$ cat config.mk
export PLATFORM = sky130hd
export DESIGN_NAME = ppt_sequencer
export DESIGN_NICKNAME = d
export VERILOG_FILES = /design/src/rtl/ppt_sequencer.sv
export SDC_FILE = /design/constraint.sdc
export NUM_CORES = 1
export LEC_CHECK = 0
export BUFFER_PORTS_ARGS = -buffer_cell sky130_fd_sc_hd__buf_4
export CAP_MARGIN = 10
export CORE_MARGIN = 2
export CORE_UTILIZATION = 53
export CTS_CLUSTER_DIAMETER = 60
export DETAILED_ROUTE_END_ITERATION = 10
export MAX_ROUTING_LAYER = met4
export PLACE_DENSITY_LB_ADDON = 0.08
export SLEW_MARGIN = 10
export SYNTH_ARGS = -nofsm -noshare
export SYNTH_HDL_FRONTEND = slang
export SYNTH_SLANG_ARGS = --single-unit
$ cat constraint.sdc
create_clock -name clk_i -period 5.3 [get_ports clk_i]
set_input_delay 0.53 -clock clk_i [delete_from_list [all_inputs] [get_ports clk_i]]
set_output_delay 0.53 -clock clk_i [all_outputs]
set_load 0.02 [all_outputs]
$ cat src/rtl/ppt_sequencer.sv
// Burst pulse generator for the pulsed plasma thruster firing pad.
// Inputs are captured only in IDLE; a prescaler divides clk_i into ticks that time the pulses.
module ppt_sequencer #(
    parameter int PRE_W = 32
) (
    input  logic        clk_i,
    input  logic        rst_i,
    input  logic [4:0]  clk_div_i,
    input  logic [15:0] period_i,
    input  logic [15:0] width_i,
    input  logic [15:0] count_i,
    input  logic        run_ppt_i,
    output logic        ppt_pulse_o,
    output logic [15:0] count_done_o,
    output logic        done_o,
    output logic        busy_o
);

    typedef enum logic [1:0] {
        S_IDLE   = 2'd0,
        S_START  = 2'd1,
        S_FIRING = 2'd2,
        S_DONE   = 2'd3
    } state_t;

    state_t      state_q, state_d;
    logic [4:0]  clk_div_l_q, clk_div_l_d;
    logic [15:0] period_l_q, period_l_d;
    logic [15:0] width_l_q, width_l_d;
    logic [15:0] count_l_q, count_l_d;
    logic [PRE_W-1:0] prescaler_q, prescaler_d;
    logic [15:0] tick_cnt_q, tick_cnt_d;
    logic [15:0] count_done_q, count_done_d;
    logic        done_q, done_d;
    logic        pulse_q, pulse_d;

    logic [PRE_W-1:0] pre_max;
    logic [15:0]      per_eff;
    logic [15:0]      count_done_inc;
    logic             tick;
    logic             per_last;

    // With PRE_W = 32 and clk_div = 31 the shift yields 0, so pre_max becomes all ones.
    assign pre_max        = (PRE_W'(1) << ({1'b0, clk_div_l_q} + 6'd1)) - PRE_W'(1);
    assign tick           = (prescaler_q == pre_max);
    assign per_eff        = (period_l_q == 16'd0) ? 16'd1 : period_l_q;
    assign per_last       = (tick_cnt_q == per_eff - 16'd1);
    assign count_done_inc = count_done_q + 16'd1;

    always_comb begin
        state_d      = state_q;
        clk_div_l_d  = clk_div_l_q;
        period_l_d   = period_l_q;
        width_l_d    = width_l_q;
        count_l_d    = count_l_q;
        prescaler_d  = prescaler_q;
        tick_cnt_d   = tick_cnt_q;
        count_done_d = count_done_q;
        done_d       = done_q;
        pulse_d      = pulse_q;

        case (state_q)
            S_IDLE: begin
                clk_div_l_d = clk_div_i;
                period_l_d  = period_i;
                width_l_d   = width_i;
                count_l_d   = count_i;
                pulse_d     = 1'b0;
                if (run_ppt_i) state_d = S_START;
            end
            S_START: begin
                if (!run_ppt_i) begin
                    pulse_d = 1'b0;
                    state_d = S_IDLE;
                end else if (count_l_q == 16'd0) begin
                    done_d       = 1'b1;
                    count_done_d = 16'd0;
                    pulse_d      = 1'b0;
                    state_d      = S_DONE;
                end else begin
                    prescaler_d  = '0;
                    tick_cnt_d   = 16'd0;
                    count_done_d = 16'd0;
                    done_d       = 1'b0;
                    pulse_d      = (width_l_q != 16'd0);
                    state_d      = S_FIRING;
                end
            end
            S_FIRING: begin
                if (!run_ppt_i) begin
                    pulse_d = 1'b0;
                    state_d = S_IDLE;
                end else if (tick) begin
                    prescaler_d = '0;
                    if (per_last) begin
                        tick_cnt_d   = 16'd0;
                        count_done_d = count_done_inc;
                        if (count_done_inc == count_l_q) begin
                            pulse_d = 1'b0;
                            done_d  = 1'b1;
                            state_d = S_DONE;
                        end else begin
                            pulse_d = (width_l_q != 16'd0);
                        end
                    end else begin
                        tick_cnt_d = tick_cnt_q + 16'd1;
                        // 17-bit compare so tick_cnt = 0xFFFF cannot wrap to a false "below width".
                        pulse_d    = (({1'b0, tick_cnt_q} + 17'd1) < {1'b0, width_l_q});
                    end
                end else begin
                    prescaler_d = prescaler_q + PRE_W'(1);
                end
            end
            S_DONE: begin
                pulse_d = 1'b0;
                if (!run_ppt_i) state_d = S_IDLE;
            end
            default: state_d = S_IDLE;
        endcase
    end

    always_ff @(posedge clk_i or posedge rst_i) begin
        if (rst_i) begin
            state_q      <= S_IDLE;
            clk_div_l_q  <= 5'd0;
            period_l_q   <= 16'd0;
            width_l_q    <= 16'd0;
            count_l_q    <= 16'd0;
            prescaler_q  <= '0;
            tick_cnt_q   <= 16'd0;
            count_done_q <= 16'd0;
            done_q       <= 1'b0;
            pulse_q      <= 1'b0;
        end else begin
            state_q      <= state_d;
            clk_div_l_q  <= clk_div_l_d;
            period_l_q   <= period_l_d;
            width_l_q    <= width_l_d;
            count_l_q    <= count_l_d;
            prescaler_q  <= prescaler_d;
            tick_cnt_q   <= tick_cnt_d;
            count_done_q <= count_done_d;
            done_q       <= done_d;
            pulse_q      <= pulse_d;
        end
    end

    assign ppt_pulse_o  = pulse_q;
    assign count_done_o = count_done_q;
    assign done_o       = done_q;
    assign busy_o       = (state_q == S_FIRING);

endmodule

==> results.cfg <==
[timing]
max_freq_ghz = 0.205
fin_crit_sh_pct = 91.9
rsz0062_at_grt = false
tightest_slew_ns = 1.01
slew_headroom_pct = 32.0
tns_ns = 0
fin_worst_skew_ns = 0.00899
setup_violations = 0
finalCriticalPeriod_ns = 4.87
slew_viol_final = 0
finalHoldViolations = 0

[floorplanning]
start_util_pct = 53.7
fp-row-count = 47
core-area_um2 = 16400
dieArea_um2 = 17700
die_y_um = 133
ios = 75
die_w_um = 133

[logic_synthesis]
synth_nets = 1130
synth_area_um2 = 8810
synth_area_leader_cell = dfrtp_1
netlist_instances = 1049
synth_top_area_share_pct = 34.4
synthTopCellsByArea = dfrtp_1 34%, xnor2_1 5.1%, xor2_1 5.0%
synth_flop_cell = dfrtp_1
ys_ff_latch = 121
synth.avg_cell_area_um2 = 8.40
synth_most_common_cell = dfrtp_1
synth-edff-count = 0
async_reset_ff_share_pct = 100
netlist-cell-type-count = 72
synth_seq_area_share_pct = 34.4
yosys-top-cells-count = 121 x dfrtp_1, 110 x nand2_1, 96 x nor2_1
yosysWarningCount = 0

[global_routing]
grt_max_degree = 74
grt_pass1_vias = 7437
antenna_found_initial = 0
grt-ovfl-total = 0
grt_pass1_wl_um = 38400
grt_use_total_pct = 27.9

[cells_and_area]
diodes = 0
area_delta_synth_final_pct = 13.9
fin_nets = 1160
num-fill-cells = 1457
drive_above_1_share_pct = 15.7
fin_area_um2 = 10000

[worst_setup_path]
cp_slowest_stage_delay_ns = 0.69
worstPathArrival_ns = 5.20
path_common_cell = a21oi_1
critical_path.startpoint = period_l_q[5]
worstPathBufferInverterCount = 0
worstSetupStartpointType = register
worst-setup-path-type = register to register
timing.rr.start = period_l_q[5]
crit_chain = or4_1 -> nor4_1 -> a21oi_1 -> ha_1 -> nor4b_1 -> a21oi_1 -> o21ai_0 -> a221oi_2 -> nand3_1 -> nor4b_4 -> nand3_2 -> o41a_1 -> nor3_1
cp_max_fo = 26
ff2ff_setup_slack_ns = 0.43
worstSetupEndpointType = register
cp_top_family = simple AND/OR/NAND/NOR gates
worst_path_max_delay_cell = or4_1
worstPathRequired_ns = 5.63

[clock_network]
ctsHoldBuffers = 0
cts_resized = 0
cts.sink_count = 121
numCtsBuffers = 17
cts_tree = done
clk_pin_slew_ns = 0.06
cts_max_level = 4
cts_buffer_depth = 2
cts_setup_buffers = 0
clock-root-buffer = clkbuf_16
insertion_delay_ns = 0.42

[power_and_ir_drop]
p_sw_uw = 1800
internal-power_uw = 2580
clkPwrFrac_pct = 26.1
seq_power_share_pct = 32.0
p_per_area_nw_per_um2 = 437
vdd_drop_max_mv = 0.336
finalPower_uw = 4380
pwr-share-comb_pct = 41.9
power.leakage_uw = 0.00422
p_sw_share_pct = 41.2

[route]
routedWlPerCell_um = 17.8
drc = 0
wl_met1_um = 10800
wirelength_um = 23400
drtIter0Drc = 746
dr.pass1.iters = 5
met3_length_um = 1540
wl_met2_um = 10700
dr.max_layer_used = met4
via_per_inst = 6.15
antenna_left = 0
via_count = 8072

[placed_design]
io_buffers = 74
hpwl_um = 16300
place_area_um2 = 9460
place_congestion = 0.943

[min_path]
hold_path.startpoint = width_i[6]
min_path_type = primary input to register

[job]
maxCapViolCount = 0

[outcome]
status = complete, no violations
==> stage by stage <==
stage	utilization, %	setup WS, ns	cells	hold slack (ns)
after floorplan	-	1.20	1049	0.499
after global placement	57.7	0.629	1280	0.532
after detailed placement	57.7	0.563	1280	0.539
after CTS	61.2	0.538	1312	0.299
after global routing	61.2	0.151	1312	0.308
final	61.2	0.429	1312	0.309
==> power by group through the flow <==
stage                     sequential, uW  combinational [uW]  clock (uW)
after global routing                1450                2050        1200
final                               1400                1840        1140
after detailed placement            1410                1820           0
after CTS                           1400                1840        1170
after floorplan                     1320                1450           0
after global placement              1410                1810           0
==> placed cells by master, fill, tap and decap left out, types with 4 or more instances in the layout <==
master and count:
a2111oi_0 5, a211oi_1 8, a21o_1 9, a21oi_1 27, a31oi_1 11, and3_1 18, and4_1 12, buf_4 90
clkbuf_16 17, clkinvlp_4 4, dfrtp_1 121, ha_1 24, inv_1 40, mux2_2 35, mux2i_1 12, nand2_1 110
nand2b_1 6, nand3_1 49, nand4_1 32, nor2_1 96, nor2b_1 9, nor3_1 25, nor3b_1 6, nor4_1 23
o2111ai_1 4, o211ai_1 23, o21ai_0 50, o22ai_1 7, o311ai_1 6, o31ai_1 5, o41ai_1 6, or3_1 9
or4_1 13, xnor2_1 51, xor2_1 50
==> cells by family (layout without fill, tap and decap cells) <==
family | count (synthesis) | in the layout | share of synthesized area, %
fa+ha+maj | 25 | 25 | 3.55
xor+xnor | 101 | 101 | 10.0
compound gates | 206 | 206 | 16.1
mux | 47 | 47 | 5.83
buf+inv | 120 | 163 | 5.28
simple gates | 428 | 428 | 24.9
flops | 121 | 121 | 34.4
other cells | 1 | 1 | 0.0425
==> flip-flops by register name (all words and copies together) (netlist names) <==
signal / flops
clk_div_l_q: 5
done_o: 1
period_l_q: 16
prescaler_q: 32
count_l_q: 16
ppt_pulse_o: 1
state_q: 2
count_done_o: 16
tick_cnt_q: 16
width_l_q: 16
==> area by class of cell <==
| type | count | area [um^2] | area share (%) |
|---|---|---|---|
| inverters | 41 | 156 | 1.56 |
| multi-input cells | 808 | 5330 | 53.1 |
| well taps | 220 | 275 | 2.74 |
| clock buffers | 18 | 429 | 4.27 |
| repair buffers | 90 | 676 | 6.73 |
| clock inverters | 14 | 149 | 1.48 |
| flip-flops and latches | 121 | 3030 | 30.2 |
==> metal layers <==
| metal | vias up | GRT usage (%) |
|---|---|---|
| met1 | 3901 | 38.2 |
| met4 | 0 | 8.78 |
| met3 | 30 | 5.21 |
| met5 | - | - |
| met2 | 274 | 42.0 |
| li1 | 3867 | - |
==> path summary, 6_finish.rpt <==
kind / endpoint / depth (start not counted)
max: count_done_o[12] / 13
min: width_l_q[6] / 3
max reg2reg: count_done_o[12] / 13
min reg2reg: width_l_q[0] / 1
max in group asynchronous: period_l_q[6] / 3
min in group asynchronous: prescaler_q[14] / 2
==> worst register-to-register path: stages, from the launching register on <==
cell and delay [ns]:
dfrtp_1 0.47, or4_1 0.69, nor4_1 0.60, a21oi_1 0.15, ha_1 0.28, nor4b_1 0.23
a21oi_1 0.18, o21ai_0 0.15, a221oi_2 0.26, nand3_1 0.16, nor4b_4 0.35, nand3_2 0.49
o41a_1 0.55, nor3_1 0.22
Power figures use the tool's default switching activity.
